`config.mk`:
```
export PLATFORM = sky130hd
export DESIGN_NAME = matrix_decoder
export DESIGN_NICKNAME = d
export VERILOG_FILES = /design/src/rtl/matrix_pkg.sv /design/src/rtl/matrix_decoder_unswap.sv /design/src/rtl/matrix_decoder.sv
export SDC_FILE = /design/constraint.sdc
export NUM_CORES = 2
export LEC_CHECK = 0
export BUFFER_PORTS_ARGS = -buffer_cell sky130_fd_sc_hd__buf_4
export CAP_MARGIN = 0
export CORE_ASPECT_RATIO = 1.2
export CORE_UTILIZATION = 26
export DETAILED_ROUTE_END_ITERATION = 10
export PLACE_DENSITY = 0.48
export SYNTH_ARGS = -nofsm -noshare
export SYNTH_HDL_FRONTEND = slang
export SYNTH_SLANG_ARGS = --single-unit
export TNS_END_PERCENT = 1
```
`constraint.sdc`:
```
create_clock -name clk -period 5 [get_ports clk]
set_input_delay 1 -clock clk [delete_from_list [all_inputs] [get_ports clk]]
set_output_delay 1 -clock clk [all_outputs]
set_load 0.005 [all_outputs]
```
`src/rtl/matrix_pkg.sv`:
```
// Shared constants, state encoding and lane-permutation index for the
// 5x5 matrix line codec.
package matrix_pkg;

    localparam int unsigned LINE_W = 32'd25;
    localparam int unsigned DIM    = 32'd5;
    localparam int unsigned DEPTH  = 32'd64;
    localparam int unsigned AW     = 32'd6;

    // Highest buffer index; writing here always closes the frame.
    localparam logic [AW-1:0] PTR_MAX = AW'(DEPTH - 32'd1);

    typedef enum logic [0:0] {
        ST_LOAD  = 1'b0,
        ST_DRAIN = 1'b1
    } state_e;

    // Encoder lane i is carried on wire f(i); decoding reads it back from there.
    function automatic int unsigned pi_index(input int unsigned i);
        int unsigned x;
        int unsigned y;
        int unsigned nx;
        int unsigned ny;
        x  = ((i % DIM) + 32'd3) % DIM;
        y  = ((i / DIM) + 32'd3) % DIM;
        nx = (y + 32'd2) % DIM;
        ny = (((32'd2 * x) + (32'd3 * y)) % DIM + 32'd2) % DIM;
        return (DIM * ny) + nx;
    endfunction

endpackage

```
`src/rtl/matrix_decoder_unswap.sv`:
```
// Inverse lane permutation: pure wiring, each output lane picks one input lane.
module matrix_decoder_unswap
    import matrix_pkg::*;
(
    input  logic [LINE_W-1:0] enc_line,
    output logic [LINE_W-1:0] dec_line
);

    for (genvar i = 0; i < LINE_W; i++) begin : g_lane
        localparam int unsigned SRC = pi_index(i);
        assign dec_line[i] = enc_line[SRC];
    end

endmodule

```
`src/rtl/matrix_decoder.sv`:
```
// Frame buffer + reverse-order drain with inverse lane permutation.
// Lines are loaded into a register buffer, then emitted LIFO once the frame
// closes; load and drain never overlap.
module matrix_decoder
    import matrix_pkg::*;
(
    input  logic              clk,
    input  logic              rst,
    input  logic              in_valid,
    output logic              in_ready,
    input  logic [LINE_W-1:0] in_line,
    input  logic              in_last,
    output logic              out_valid,
    input  logic              out_ready,
    output logic [LINE_W-1:0] out_line,
    output logic              out_last,
    output logic [AW:0]       frame_len,
    output logic              frame_err
);

    state_e            state_q;
    state_e            state_d;
    logic [AW-1:0]     wptr_q;
    logic [AW-1:0]     wptr_d;
    logic [AW-1:0]     rptr_q;
    logic [AW-1:0]     rptr_d;
    logic              in_ready_q;
    logic              in_ready_d;
    logic              out_valid_q;
    logic              out_valid_d;
    logic [LINE_W-1:0] out_line_q;
    logic [LINE_W-1:0] out_line_d;
    logic              out_last_q;
    logic              out_last_d;
    logic [AW:0]       frame_len_q;
    logic [AW:0]       frame_len_d;
    logic              frame_err_q;
    logic              frame_err_d;

    logic [LINE_W-1:0] mem_q [DEPTH];

    logic              in_xfer_s;
    logic              out_xfer_s;
    logic              close_s;
    logic              rptr_zero_s;
    logic [AW-1:0]     rptr_next_s;
    logic [LINE_W-1:0] unswap_in_s;
    logic [LINE_W-1:0] unswap_out_s;

    // Handshake qualification and the line fed to the unswap network.
    always_comb begin
        in_xfer_s   = (state_q == ST_LOAD) && in_valid && in_ready_q;
        out_xfer_s  = (state_q == ST_DRAIN) && out_valid_q && out_ready;
        close_s     = in_xfer_s && (in_last || (wptr_q == PTR_MAX));
        rptr_zero_s = (rptr_q == {AW{1'b0}});
        rptr_next_s = rptr_q - {{(AW-1){1'b0}}, 1'b1};
        // While loading, the closing line bypasses the buffer (it is written on
        // the same edge it becomes the first output).
        if (state_q == ST_LOAD) begin
            unswap_in_s = in_line;
        end else begin
            unswap_in_s = mem_q[rptr_next_s];
        end
    end

    matrix_decoder_unswap u_unswap (
        .enc_line (unswap_in_s),
        .dec_line (unswap_out_s)
    );

    // Next-state logic for the load/drain controller and its registered outputs.
    always_comb begin
        state_d     = state_q;
        wptr_d      = wptr_q;
        rptr_d      = rptr_q;
        in_ready_d  = in_ready_q;
        out_valid_d = out_valid_q;
        out_line_d  = out_line_q;
        out_last_d  = out_last_q;
        frame_len_d = frame_len_q;
        frame_err_d = frame_err_q;
        case (state_q)
            ST_LOAD: begin
                if (close_s) begin
                    state_d     = ST_DRAIN;
                    in_ready_d  = 1'b0;
                    wptr_d      = {AW{1'b0}};
                    rptr_d      = wptr_q;
                    frame_len_d = {1'b0, wptr_q} + {{AW{1'b0}}, 1'b1};
                    out_valid_d = 1'b1;
                    out_line_d  = unswap_out_s;
                    out_last_d  = (wptr_q == {AW{1'b0}});
                    // Error when a short frame ends early or a full one lacks in_last.
                    frame_err_d = frame_err_q | (in_last ^ (wptr_q == PTR_MAX));
                end else if (in_xfer_s) begin
                    wptr_d     = wptr_q + {{(AW-1){1'b0}}, 1'b1};
                    in_ready_d = 1'b1;
                end else begin
                    in_ready_d = 1'b1;
                end
            end
            ST_DRAIN: begin
                if (out_xfer_s) begin
                    if (rptr_zero_s) begin
                        state_d     = ST_LOAD;
                        out_valid_d = 1'b0;
                        out_last_d  = 1'b0;
                        out_line_d  = {LINE_W{1'b0}};
                        in_ready_d  = 1'b1;
                    end else begin
                        rptr_d     = rptr_next_s;
                        out_line_d = unswap_out_s;
                        out_last_d = (rptr_next_s == {AW{1'b0}});
                    end
                end else begin
                    out_valid_d = out_valid_q;
                end
            end
            default: begin
                state_d     = ST_LOAD;
                wptr_d      = {AW{1'b0}};
                in_ready_d  = 1'b0;
                out_valid_d = 1'b0;
                out_last_d  = 1'b0;
                out_line_d  = {LINE_W{1'b0}};
            end
        endcase
    end

    // Controller state, pointers and output registers.
    always_ff @(posedge clk or negedge rst) begin
        if (!rst) begin
            state_q     <= ST_LOAD;
            wptr_q      <= {AW{1'b0}};
            rptr_q      <= {AW{1'b0}};
            in_ready_q  <= 1'b0;
            out_valid_q <= 1'b0;
            out_line_q  <= {LINE_W{1'b0}};
            out_last_q  <= 1'b0;
            frame_len_q <= {(AW+1){1'b0}};
            frame_err_q <= 1'b0;
        end else begin
            state_q     <= state_d;
            wptr_q      <= wptr_d;
            rptr_q      <= rptr_d;
            in_ready_q  <= in_ready_d;
            out_valid_q <= out_valid_d;
            out_line_q  <= out_line_d;
            out_last_q  <= out_last_d;
            frame_len_q <= frame_len_d;
            frame_err_q <= frame_err_d;
        end
    end

    // Line buffer; contents survive reset, only the pointers are cleared.
    always_ff @(posedge clk) begin
        if (in_xfer_s) begin
            mem_q[wptr_q] <= in_line;
        end
    end

    assign in_ready  = in_ready_q;
    assign out_valid = out_valid_q;
    assign out_line  = out_line_q;
    assign out_last  = out_last_q;
    assign frame_len = frame_len_q;
    assign frame_err = frame_err_q;

endmodule
```
==> impl_metrics.ini <==
[run_status]
outcome = completed

[logic_synthesis]
ys_ff_latch = 1649
ys_types = 54
synth_top_family_by_area = multiplexers
avgSynthCellArea_sq_um = 19.9
syn_nets = 3264
synth_compound_area_share_pct = 3.12
synthMuxAreaShare_pct = 14.6
ys_warn_count = 0
synth_sequential_area_ratio_pct = 76.8
synth_fa_ha_area_share_pct = 0.0975
synth_area_sq_um = 64200
synth_ff_type = edfxtp_1
yosys.area_share.simple_pct = 3.34
async_flop_share_pct = 2.97
postSynthCellCount = 3229
synthXorXnorAreaFrac_pct = 0.0955
synth_edf_count = 1600

[cts]
holdBufCountCts = 0
post_cts_buffers = 0
clkTransAtPathRegs_ps = 70
clockRootBuffer = clkbuf_16
cts_tree = done
cts_buffer_depth = 3
numClockSinks = 1649
htree_levels = 4
cts_resized = 0
clk_latency_ps = 800
cts_buffers = 157

[setup_path]
worstPathCellList = inv_1 -> ha_4 -> buf_12 -> buf_4 -> mux4_2 -> inv_1 -> o22ai_1 -> nor3_1 -> o31ai_1
r2r_cells = 9
end_kind = flop
crit_path_top_delay_cell = nor3_1
cp-startpoint = rptr_q[0]
cp_slowest_stage_delay_ps = 860
path_max_fanout = 68
r2r_end = out_line[21]
crit_end = out_line[21]
arrival_ps = 4540
required_ps = 5640
r2r-start = rptr_q[0]
worst_setup_path_start_kind = flop
crit_top_cell = inv_1
ff2ff_setup_slack_ps = 1100
path_class = flop to flop

[route]
via_per_inst = 4.69
avgRoutedWirePerCell_um = 26.2
drt_iter0_markers = 2809
dr.pass1.iters = 5
vias = 31600
drt-total-wl_mm = 177
ant_nets = 0
drc_errors = 0

[timing]
relSlewSlack_pct = 28.8
hold_viol_final = 0
setup_slack_ps = 1100
finalCritPeriodShare_pct = 78.1
worst_slew_pin_slew_ps = 1060
setup_tns_ps = 0
period_needed_ps = 3900
fmax_ghz = 0.256
skew_ps = 27.3
finalSetupViolations = 0
drv_slew = 0
rsz0062_at_grt = no

[power_and_ir_drop]
ir_worst_vdd_uv = 642
p_leak_nw = 23.3
p_per_area_nw_per_um2 = 593

[cells_and_area]
finish.net_count = 3438
drive_gt1_share_pct = 26.2
fin_area_sq_um = 74300
syn2layout_area_growth_pct = 15.7

[floorplanning]
core_sq_um = 245000
fp.dieW_um = 456
row_count = 199
start_util_pct = 26.2
ios = 66
die-area_sq_um = 249000
die_h_um = 546

[place]
place.gp.congestion = 0.844
dpl_worst_slack_ps = 1010
portBuffers = 65
placed_cell_area_sq_um = 69300
dp_hpwl_mm = 101

[global_routing]
busiest_layer = met2
grt_pass1_wl_mm = 253
gr-usage-all-layers_pct = 14.1
grt_pass1_vias = 32400
use_met1_pct = 18.3
antenna_found_initial = 8
grt_use_met3_pct = 1.88
met2_usage_pct = 23.9
grt-ovfl-total = 0
grt_max_degree = 97

[hold_path]
min_path_type = input port to asynchronous set/reset pin

[flow_run]
max_cap_violations = 0
[flip-flops by register name (all words and copies together), names as in the netlist]
name,count
mem_q,1600
in_ready,1
rptr_q,6
out_line,25
frame_len,7
frame_err,1
out_valid,1
out_last,1
state_q,1
wptr_q,6
[worst max-delay path: cells and delay by family, from the launching register on]
kind,cells,cell delay (ps)
adder cells (fa/ha/maj),1,350
AND/OR/NAND/NOR,1,860
multiplexers,1,370
buffers and inverters,4,1090
AO/OA/AOI/OAI,2,310
flip-flops,1,580
[cell type report]
type | instances | area, sq um
repair buffers | 196 | 1620
clock inverters | 93 | 748
well taps | 3216 | 4020
fillers | 23700 | 171000
clock buffers | 192 | 4190
flip-flops and latches | 1649 | 49300
inverters | 131 | 492
multi-input cells | 1268 | 13900
diodes | 6 | 15.0
[power breakdown]
part	leakage (nW)	internal (mW)	switching, mW
Sequential	15.0	15.5	0.496
Combinational	5.89	6.25	10.2
Clock	2.42	6.40	5.23
[cell families (layout without fill, tap and decap cells)]
group	count (synthesis)	in the layout
buffers and inverters	312	612
XOR/XNOR	7	7
AND/OR/NAND/NOR	527	527
flip-flops	1649	1649
AO/OA/AOI/OAI	295	295
adder cells (fa/ha/maj)	5	5
other	0	6
multiplexers	434	434
[cell usage after synthesis, drive strengths merged (24+ instances only)]
cell type  instances  area, sq um
a211o             25          219
a211oi            24          280
a21oi             54          270
buf               79          408
clkbuf           102          383
dfrtp             49         1230
edfxtp          1600        48000
inv              131          492
mux2i             32          320
mux4             400         9010
nand2            231          867
nor2             218          818
nor3              24          120
o2111ai           25          219
o21ai             75          375
o22ai             50          313
o31ai             25          188
[worst min-delay path by stage]
| stage | from | to | slack, ps | cells after the start |
|---|---|---|---|---|
| final | rst | frame_len[3] | 270 | 1 |
| after global routing | rst | frame_len[2] | 290 | 1 |
| after CTS | rst | frame_len[3] | 230 | 1 |
| after detailed placement | frame_err | frame_err | 490 | 1 |
| after global placement | frame_err | frame_err | 500 | 1 |
| after floorplan | frame_err | frame_err | 450 | 1 |
[layer usage]
| layer | routed length, um | up-vias |
|---|---|---|
| li1 | - | 13300 |
| met4 | 6380 | 0 |
| met2 | 88500 | 811 |
| met5 | 0 | - |
| met1 | 74500 | 17300 |
| met3 | 7570 | 216 |
[metrics by stage]
stage	power [mW]	hold slack [ps]	cells	util, %
finish	44.1	272	6751	30.3
global route	45.9	294	6746	30.3
CTS	44.8	235	6745	30.3
detailed placement	33.1	494	6460	28.3
global placement	33.1	495	6460	28.3
floorplan	26.2	451	3229	-
[cell usage in the layout, fill, tap and decap left out, types with 4 or more instances in the layout]
cell type   count
diode_2         6
buf_4         184
a211oi_1        4
buf_12         12
o22ai_1        49
nand3_1        18
o21ai_0        74
clkinv_1       35
inv_16          4
ha_1            4
clkbuf_1       27
dfrtp_1        47
inv_1         131
a211o_1        25
nand2_1       230
mux2i_1        32
nor2_4          5
clkinv_2       31
clkbuf_16     161
a21oi_1        53
clkbuf_8        4
nor2_1        156
nor2_2         57
clkinvlp_4      6
inv_6           5
or2_2           5
mux4_2        400
o31ai_1        24
o2111ai_1      25
edfxtp_1     1600
nor3_1         23
or3_1           6
a211oi_2       20
bufinv_16       8
(Power assumes the default switching activity.)
